==> src/rtl/logical_pkg.sv <==
// Shared types for the logical operand stage: occupancy state encoding.
// The per-entry record depends on the operand width, so it is declared in the stage itself.
package logical_pkg;

  typedef enum logic [1:0] {
    EMPTY = 2'd0,
    ONE   = 2'd1,
    FULL  = 2'd2
  } state_t;

endpackage

==> src/rtl/logical_operand_stage.sv <==
// Two-entry registered operand buffer in front of the logical reduction units.
// Define LOGICAL_NZ_FLAG_EN to store and present per-operand nonzero flags.
module logical_operand_stage
  import logical_pkg::*;
#(
  parameter int N = 8
) (
  input  logic         clk,
  input  logic         rst_n,
  input  logic         in_valid,
  output logic         in_ready,
  input  logic [N-1:0] in_a,
  input  logic [N-1:0] in_b,
  output logic         out_valid,
  input  logic         out_ready,
  output logic [N-1:0] out_a,
  output logic [N-1:0] out_b,
`ifdef LOGICAL_NZ_FLAG_EN
  output logic         out_a_nz,
  output logic         out_b_nz,
`endif
  output logic [1:0]   level
);

  typedef struct packed {
    logic [N-1:0] a;
    logic [N-1:0] b;
`ifdef LOGICAL_NZ_FLAG_EN
    logic         a_nz;
    logic         b_nz;
`endif
  } entry_t;

  state_t state_q, state_d;
  entry_t head_q, head_d;
  entry_t tail_q, tail_d;
  entry_t in_entry;
  logic   in_ready_q;
  logic   push, pop;

  assign push = in_valid & in_ready_q;
  assign pop  = out_valid & out_ready;

  always_comb begin
    in_entry   = '0;
    in_entry.a = in_a;
    in_entry.b = in_b;
`ifdef LOGICAL_NZ_FLAG_EN
    in_entry.a_nz = |in_a;
    in_entry.b_nz = |in_b;
`endif
  end

  always_comb begin
    state_d = state_q;
    head_d  = head_q;
    tail_d  = tail_q;
    case (state_q)
      EMPTY: begin
        if (push) begin
          state_d = ONE;
          head_d  = in_entry;
        end
      end
      ONE: begin
        if (push && !pop) begin
          state_d = FULL;
          tail_d  = in_entry;
        end else if (!push && pop) begin
          state_d = EMPTY;
        end else if (push && pop) begin
          head_d = in_entry;
        end
      end
      FULL: begin
        // in_ready is low here, so only a pop can occur; tail (and its flags) shifts to head.
        if (pop) begin
          state_d = ONE;
          head_d  = tail_q;
        end
      end
      default: state_d = EMPTY;
    endcase
  end

  always_ff @(posedge clk or negedge rst_n) begin
    if (!rst_n) begin
      state_q    <= EMPTY;
      head_q     <= '0;
      tail_q     <= '0;
      in_ready_q <= 1'b1;
    end else begin
      state_q    <= state_d;
      head_q     <= head_d;
      tail_q     <= tail_d;
      in_ready_q <= (state_d != FULL);
    end
  end

  assign in_ready  = in_ready_q;
  assign out_valid = (state_q != EMPTY);
  assign level     = state_q;
  assign out_a     = head_q.a;
  assign out_b     = head_q.b;
`ifdef LOGICAL_NZ_FLAG_EN
  assign out_a_nz  = head_q.a_nz;
  assign out_b_nz  = head_q.b_nz;
`endif

endmodule

==> config.mk <==
export PLATFORM = sky130hd
export DESIGN_NAME = logical_operand_stage
export DESIGN_NICKNAME = d
export VERILOG_FILES = /design/src/rtl/logical_pkg.sv /design/src/rtl/logical_operand_stage.sv
export SDC_FILE = /design/constraint.sdc
export NUM_CORES = 1
export LEC_CHECK = 0
export ABC_AREA = 1
export BUFFER_PORTS_ARGS = -buffer_cell sky130_fd_sc_hd__buf_2
export CAP_MARGIN = 20
export CORE_ASPECT_RATIO = 1.2
export CORE_MARGIN = 2
export CORE_UTILIZATION = 55
export DETAILED_ROUTE_END_ITERATION = 6
export GPL_TIMING_DRIVEN = 0
export PLACE_DENSITY = 0.9
export SLEW_MARGIN = 15
export SYNTH_ARGS = -nofsm -noshare
export SYNTH_HDL_FRONTEND = slang
export SYNTH_SLANG_ARGS = --single-unit
==> constraint.sdc <==
create_clock -name clk -period 2.2 [get_ports clk]
set_input_delay 0 -clock clk [delete_from_list [all_inputs] [get_ports clk]]
set_output_delay 0 -clock clk [all_outputs]
set_load 0.05 [all_outputs]
==> flow_metrics.py, run 1 <==
metrics = {
    "status": {
        "status": "finished clean",
    },
    "synth": {
        "ys_async_sr_fraction_pct": 100.0,
        "ys.flop_type": "dfrtp_1",
        "synth-edff-count": 0,
        "seq_area_frac_synth_pct": 49.72,
        "synth_seq_cells": 35,
        "synth_nets": 233,
        "synth.area.top_cells": "dfrtp_1 (48%), nand2_1 (20%), nand3_1 (14%)",
        "syn_area_per_cell_um2": 8.283,
        "synth_commonest_cells": "nand2_1 (92), nand3_1 (48), dfrtp_1 (34)",
        "yosysTopAreaCell": "dfrtp_1",
        "ys_warn_count": 0,
        "synthesis.area_um2": 1764,
        "synth.most_common_cell": "nand2_1",
        "synth_top_cell_area_share_pct": 48.23,
        "synth.distinct_cells": 17,
        "syn_inst": 213,
    },
    "grt": {
        "grt_pass1_vias": 1651,
        "grt_start_max_net_pins": 36,
        "grt_usage_pct": 25.33,
        "grt_antenna_before_repair": 0,
        "overflow": 0,
        "grt_first_pass_wirelength_um": 7044,
    },
    "clock_tree": {
        "cts.sinks": 35,
        "cts.path.max_buffers": 2,
        "h-tree-depth": 2,
        "numCtsBuffers": 5,
        "clk_latency_ns": 0.35,
        "clkTransAtPathRegs_ns": 0.10,
        "ctsResizeCount": 0,
        "cts_root_buf": "clkbuf_4",
        "cts_tree": "built",
    },
    "detailed_routing": {
        "drt_iter0_markers": 58,
        "routed_wl_um": 4082,
        "vias": 1630,
        "detail-route-antenna-nets": 0,
        "wl_per_cell_um": 13.04,
        "drc": 0,
        "vias_per_cell": 5.208,
        "first_pass_iters": 4,
    },
    "floorplanning": {
        "coreArea_um2": 3055,
        "dieArea_um2": 3678,
        "die_w_um": 55.70,
        "die_y_um": 66.04,
        "start_util_pct": 57.74,
        "fp-row-count": 22,
        "io_pins": 40,
    },
    "job": {
        "max-cap-violations": 0,
    },
    "placement": {
        "gp_congestion": 0.8304,
        "placed_cell_area_um2": 2004,
        "port_buffers": 39,
        "dpl.hpwl_um": 2705,
        "dp.cells": 288,
    },
    "sta": {
        "worstMarginPinSlew_ns": 0.7538,
        "period_minus_slack_ns": 1.352,
        "final.setup.tns_ns": 0,
        "hold_viol": 0,
        "rsz0062_at_grt": "false",
        "slew_violations": 0,
        "relSlewSlack_pct": 49.75,
        "fmax_ghz": 0.7399,
        "setup_viol": 0,
        "finalCritPeriodShare_pct": 61.43,
        "fin_skew_ns": 0.004718,
    },
    "power": {
        "vdd_drop_max_mv": 1.012,
        "seq_power_share_pct": 34.0,
        "finalPower_mw": 3.294,
        "p_per_area_nw_per_um2": 1468,
        "clkPwrFrac_pct": 12.2,
        "combinationalPowerShare_pct": 53.8,
        "power_switching_mw": 1.671,
        "p_int_mw": 1.623,
        "p_sw_share_pct": 50.72,
        "leakage_nw": 1.281,
    },
    "layout": {
        "fillCellCount": 243,
        "antennaDiodeCount": 0,
        "drive_above_1_share_pct": 28.52,
        "final_cells": 313,
        "nNetsFinal": 296,
        "post-route-cell-area_um2": 2243,
        "area_delta_synth_final_pct": 27.16,
    },
    "critical_path": {
        "critPathArrivalTime_ns": 1.60,
        "critPathCaptureType": "flip-flop",
        "critPathMaxFanout": 10,
        "start_kind": "flip-flop",
        "critical_path_class": "flip-flop to flip-flop",
        "worstPathRequired_ns": 2.45,
    },
    "worst_hold_path": {
        "hold_class": "primary input to flip-flop",
    },
}
critical path, stage by stage, from the launching register on:
cell	delay [ns]
dfrtp_1	0.41
inv_2	0.07
buf_6	0.16
nand2_4	0.10
nand2_4	0.13
nand2_4	0.09
buf_12	0.16
nand2_2	0.05
nand2_1	0.06
repair_timing:
action	4_1_cts	5_1_grt
hold buffers	17	0
endpoints found under the hold margin	64	0
buffers inserted	0	0
power groups by stage:
stage          Sequential [mW]  Combinational [mW]  Clock [mW]
2_1_floorplan             1.67               0.800           0
3_3_place_gp              1.11                1.71           0
3_5_place_dp              1.13                1.74           0
4_1_cts                   1.12                1.77       0.413
5_1_grt                   1.15                1.93       0.437
6_report                  1.12                1.77       0.402
cell type report:
class	count	area [um^2]	area share (%)
buffer	11	98.84	4.406
clock buffer	8	68.82	3.067
inverter	7	31.28	1.394
multi-input combinational	160	757.0	33.74
sequential	35	877.1	39.10
tap	36	45.04	2.008
timing repair buffer	56	365.4	16.29
metrics by stage:
step           worst slack, ns  util (%)  hold slack [ns]
2_1_floorplan           0.5140         -          -0.2956
3_3_place_gp            0.9162     65.60           0.1168
3_5_place_dp            0.8820     65.60           0.1139
4_1_cts                 0.8572     73.42         0.002519
5_1_grt                 0.7718     73.42          0.01901
6_report                0.8485     73.42          0.01268
worst paths after layout:
check | cells past startpoint | from | slack, ns | endpoint
setup / recovery | 8 | level[0] | 0.85 | out_a[0]
hold / removal | 4 | out_ready | 0.01 | tail_q[6]
setup reg to reg | 8 | level[0] | 0.85 | out_a[0]
hold reg to reg | 2 | tail_q[0] | 0.48 | tail_q[0]
max in group asynchronous | 2 | rst_n | 1.48 | out_a[7]
min in group asynchronous | 2 | rst_n | 0.24 | out_b[0]
placed cells by master (no fill, tap or decap):
| cell type | synthesis | routed |
|---|---|---|
| inv_4 | 2 | 2 |
| dfrtp_1 | 34 | 34 |
| nand2_4 | 5 | 5 |
| clkbuf_1 | 0 | 1 |
| inv_1 | 4 | 4 |
| nand3_1 | 48 | 48 |
| dfstp_2 | 1 | 1 |
| buf_12 | 1 | 1 |
| nand2_1 | 92 | 92 |
| buf_6 | 3 | 3 |
| buf_4 | 4 | 4 |
| nand2_2 | 11 | 11 |
| o21ai_0 | 1 | 1 |
| nor2_1 | 1 | 1 |
| clkbuf_4 | 0 | 5 |
| clkbuf_8 | 0 | 2 |
| nand3_4 | 1 | 1 |
| inv_2 | 1 | 1 |
| buf_2 | 3 | 42 |
| dlygate4sd3_1 | 0 | 17 |
| nor2_8 | 1 | 1 |
flip-flops by register name (all words and copies together), names as in the netlist:
| name | count |
|---|---|
| in_ready | 1 |
| level | 2 |
| out_a | 8 |
| out_b | 8 |
| tail_q | 16 |
cell families (layout without fill, tap and decap cells):
| logic type | Yosys count | in the layout | synth area share, % |
|---|---|---|---|
| and+or+nand+nor | 159 | 159 | 42.62 |
| buffers and inverters | 18 | 82 | 7.375 |
| AOI/OAI and AO/OA | 1 | 1 | 0.2834 |
| DFF | 35 | 35 | 49.72 |
layer usage:
layer	global-route usage (%)	up-vias	part of all wire, %
li1	-	805	-
met1	29.35	753	40
met2	43.15	60	51
met3	4.697	12	5.3
met4	16.16	0	3.1
met5	0	-	0
Power figures use the tool's default switching activity.
==> run 2, diff against run 1 <==
Settings changed: ABC_AREA 1 to 0, CORE_UTILIZATION 55 to 51, PLACE_DENSITY 0.9 to 0.87.
Clock period 2.2 ns to 1.3 ns, I/O delays scaled along.
==> flow_metrics.py, run 2 <==
metrics = {
    "layout": {
        "largest_reg_flops": 16,
        "drive_above_1_share_pct": 51.31,
        "mostFrequentLayoutCell": "buf_2",
        "antennaDiodeCount": 0,
        "final_cells": 225,
        "nNetsFinal": 212,
        "fillCellCount": 141,
        "regMostFlops": "tail_q",
        "final_cell_mix": "buf_2 (37), dfrtp_1 (32), dlygate4sd3_1 (18)",
        "post-route-cell-area_um2": 2321,
        "fin_util_pct": 82.55,
        "area_delta_synth_final_pct": 51.92,
    },
    "clock_tree": {
        "h-tree-depth": 2,
        "cts_root_buf": "clkbuf_4",
        "numCtsBuffers": 5,
        "cts.path.max_buffers": 2,
        "cts.sinks": 35,
        "cts_tree": "built",
        "clkTransAtPathRegs_ns": 0.10,
        "clk_latency_ns": 0.34,
    },
    "worst_hold_path": {
        "hold_class": "primary input to flip-flop",
    },
    "power": {
        "p_int_mw": 3.137,
        "combinationalPowerShare_pct": 55.5,
        "power_switching_mw": 2.394,
        "finalPower_mw": 5.531,
        "clkPwrFrac_pct": 9.6,
        "p_per_area_nw_per_um2": 2383,
        "leakage_nw": 1.054,
        "p_sw_share_pct": 43.28,
        "seq_power_share_pct": 34.8,
        "vdd_drop_max_mv": 1.760,
    },
    "floorplanning": {
        "start_util_pct": 54.34,
        "fp-row-count": 21,
        "coreArea_um2": 2811,
        "io_pins": 40,
        "die_w_um": 53.96,
        "dieArea_um2": 3451,
        "die_y_um": 63.96,
    },
    "sta": {
        "hold_viol": 0,
        "finalCritPeriodShare_pct": 121.4,
        "hold_ws_ns": 0.03460,
        "rsz0062_at_grt": "true",
        "setup_ws_ns": -0.2778,
        "slew_violations": 0,
        "worstMarginPinSlew_ns": 0.7715,
        "period_minus_slack_ns": 1.578,
        "final.setup.tns_ns": -6.202,
        "fin_skew_ns": 0.004131,
        "fmax_ghz": 0.6338,
        "relSlewSlack_pct": 48.57,
        "setup_viol": 33,
    },
    "status": {
        "violations": "setup timing",
        "status": "complete, but fails checks",
    },
    "detailed_routing": {
        "vias": 1284,
        "drt_iter0_markers": 25,
        "routed_wl_um": 4336,
        "drc": 0,
        "wl_per_cell_um": 19.27,
        "vias_per_cell": 5.707,
        "detail-route-antenna-nets": 0,
        "first_pass_iters": 4,
    },
    "grt": {
        "grt_usage_pct": 28.81,
        "overflow": 0,
        "grt_first_pass_wirelength_um": 6775,
        "grt_antenna_before_repair": 0,
        "grt_pass1_vias": 1381,
        "grt_start_max_net_pins": 36,
    },
    "placement": {
        "gp_congestion": 0.6937,
        "port_buffers": 39,
        "placed_cell_area_um2": 1779,
        "dp.cells": 178,
        "dp_slack_ns": -0.3994,
        "dpl.hpwl_um": 2195,
    },
    "synth": {
        "synth.most_common_cell": "dfrtp_1",
        "yosysTopAreaCell": "dfrtp_1",
        "synthesis.area_um2": 1528,
        "synth_xor_area_share_pct": 0,
        "ys.flop_type": "dfrtp_1",
        "syn_area_per_cell_um2": 14.55,
        "synth-compound-area-share_pct": 20.15,
        "synthAdderAreaFrac_pct": 0,
        "synth_top_cell_area_share_pct": 55.69,
        "synth.area.mux_share_pct": 14.91,
        "ys_async_sr_fraction_pct": 100.0,
        "synth_commonest_cells": "dfrtp_1 (34), o21a_1 (16), o32a_1 (16)",
        "ys_warn_count": 0,
        "synth_seq_cells": 35,
        "seq_area_frac_synth_pct": 57.41,
        "syn_inst": 105,
        "synth.area.top_cells": "dfrtp_1 (56%), o32a_1 (10%), mux2_4 (9.8%)",
        "synthSimpleGateAreaFrac_pct": 4.177,
        "synth-edff-count": 0,
        "synth_top_family_by_area": "compound AO/OA/AOI/OAI gates",
        "synth_nets": 125,
        "synth.distinct_cells": 24,
    },
    "critical_path": {
        "start_kind": "flip-flop",
        "critical_path_class": "flip-flop to flip-flop",
        "crit_family": "flip-flops",
        "critPathCaptureType": "flip-flop",
        "path_cells": "and3b_2 -> and2_4 -> buf_12 -> buf_12 -> mux2_4",
        "critPathArrivalTime_ns": 1.81,
        "path_buf_inv": 2,
        "worstPathRequired_ns": 1.53,
        "crit_path_frequent_cell": "buf_12",
        "critPathMaxFanout": 5,
        "cp_slowest_cell": "dfstp_2",
        "cpPeakStageDelay_ns": 0.56,
    },
    "job": {
        "max-cap-violations": 0,
    },
}
## run 2: cell count changes after synthesis, moves of 3 or more
cell,before,now
nand2_1,92,1
nand3_1,48,0
o21a_1,0,16
o32a_1,0,16
nand2_2,11,0
mux2_4,0,10
mux2_2,0,6
nand2_4,5,0
buf_4,4,1
inv_1,4,1
## run 2: path summary, 6_finish.rpt
check / startpoint / to / slack (ns) / cells after the start
min: in_valid / in_ready / 0.03 / 3
max reg2reg: in_ready / tail_q[1] / -0.28 / 5
max: in_ready / tail_q[1] / -0.28 / 5
min in group asynchronous: rst_n / out_b[0] / 0.27 / 2
max in group asynchronous: rst_n / level[0] / 0.50 / 2
min reg2reg: out_b[0] / out_b[0] / 0.49 / 1
## run 2: final cells by class
class / instances / area [um^2] / area share, %
Clock buffer: 6 / 41.29 / 1.779
Tap cell: 34 / 42.54 / 1.833
Sequential cell: 35 / 879.6 / 37.90
Timing Repair Buffer: 82 / 650.6 / 28.03
Multi-Input combinational cell: 62 / 629.4 / 27.12
Buffer: 5 / 73.82 / 3.181
Inverter: 1 / 3.754 / 0.1617
## run 2: power groups by stage
| stage | Clock [mW] | Combinational (mW) | Sequential [mW] |
|---|---|---|---|
| floorplan | 0 | 0.979 | 2.84 |
| global placement | 0 | 2.39 | 1.90 |
| detailed placement | 0 | 2.46 | 1.93 |
| CTS | 0.537 | 2.98 | 1.90 |
| global route | 0.586 | 3.22 | 1.98 |
| finish | 0.532 | 3.07 | 1.93 |
## run 2: kinds of logic after synthesis
group	Yosys count
buf+inv	8
compound gates	36
flops	35
simple gates	9
mux	17
## run 2: what timing repair did
action | CTS | global route
buffers inserted | 21 | 3
hold buffers | 18 | 0
endpoints found under the hold margin | 52 | 0
gates cloned | 2 | 0
pin swaps | 15 | 7
endpoints found under the setup margin | 33 | 35
resized for setup | 23 | 7
## run 2: layer usage
layer | track usage [%] | routed length [um] | up-vias
met5 | 0 | 0 | -
met4 | 11.86 | 116 | 0
met3 | 8.178 | 193 | 12
met2 | 48.48 | 2276 | 44
met1 | 33.23 | 1749 | 651
li1 | - | - | 577
## run 2: worst min-delay path: cells and delay by family
family                 cells  cell delay, ns
AO/OA/AOI/OAI              1            0.12
buffers and inverters      1            0.12
AND/OR/NAND/NOR            1            0.10
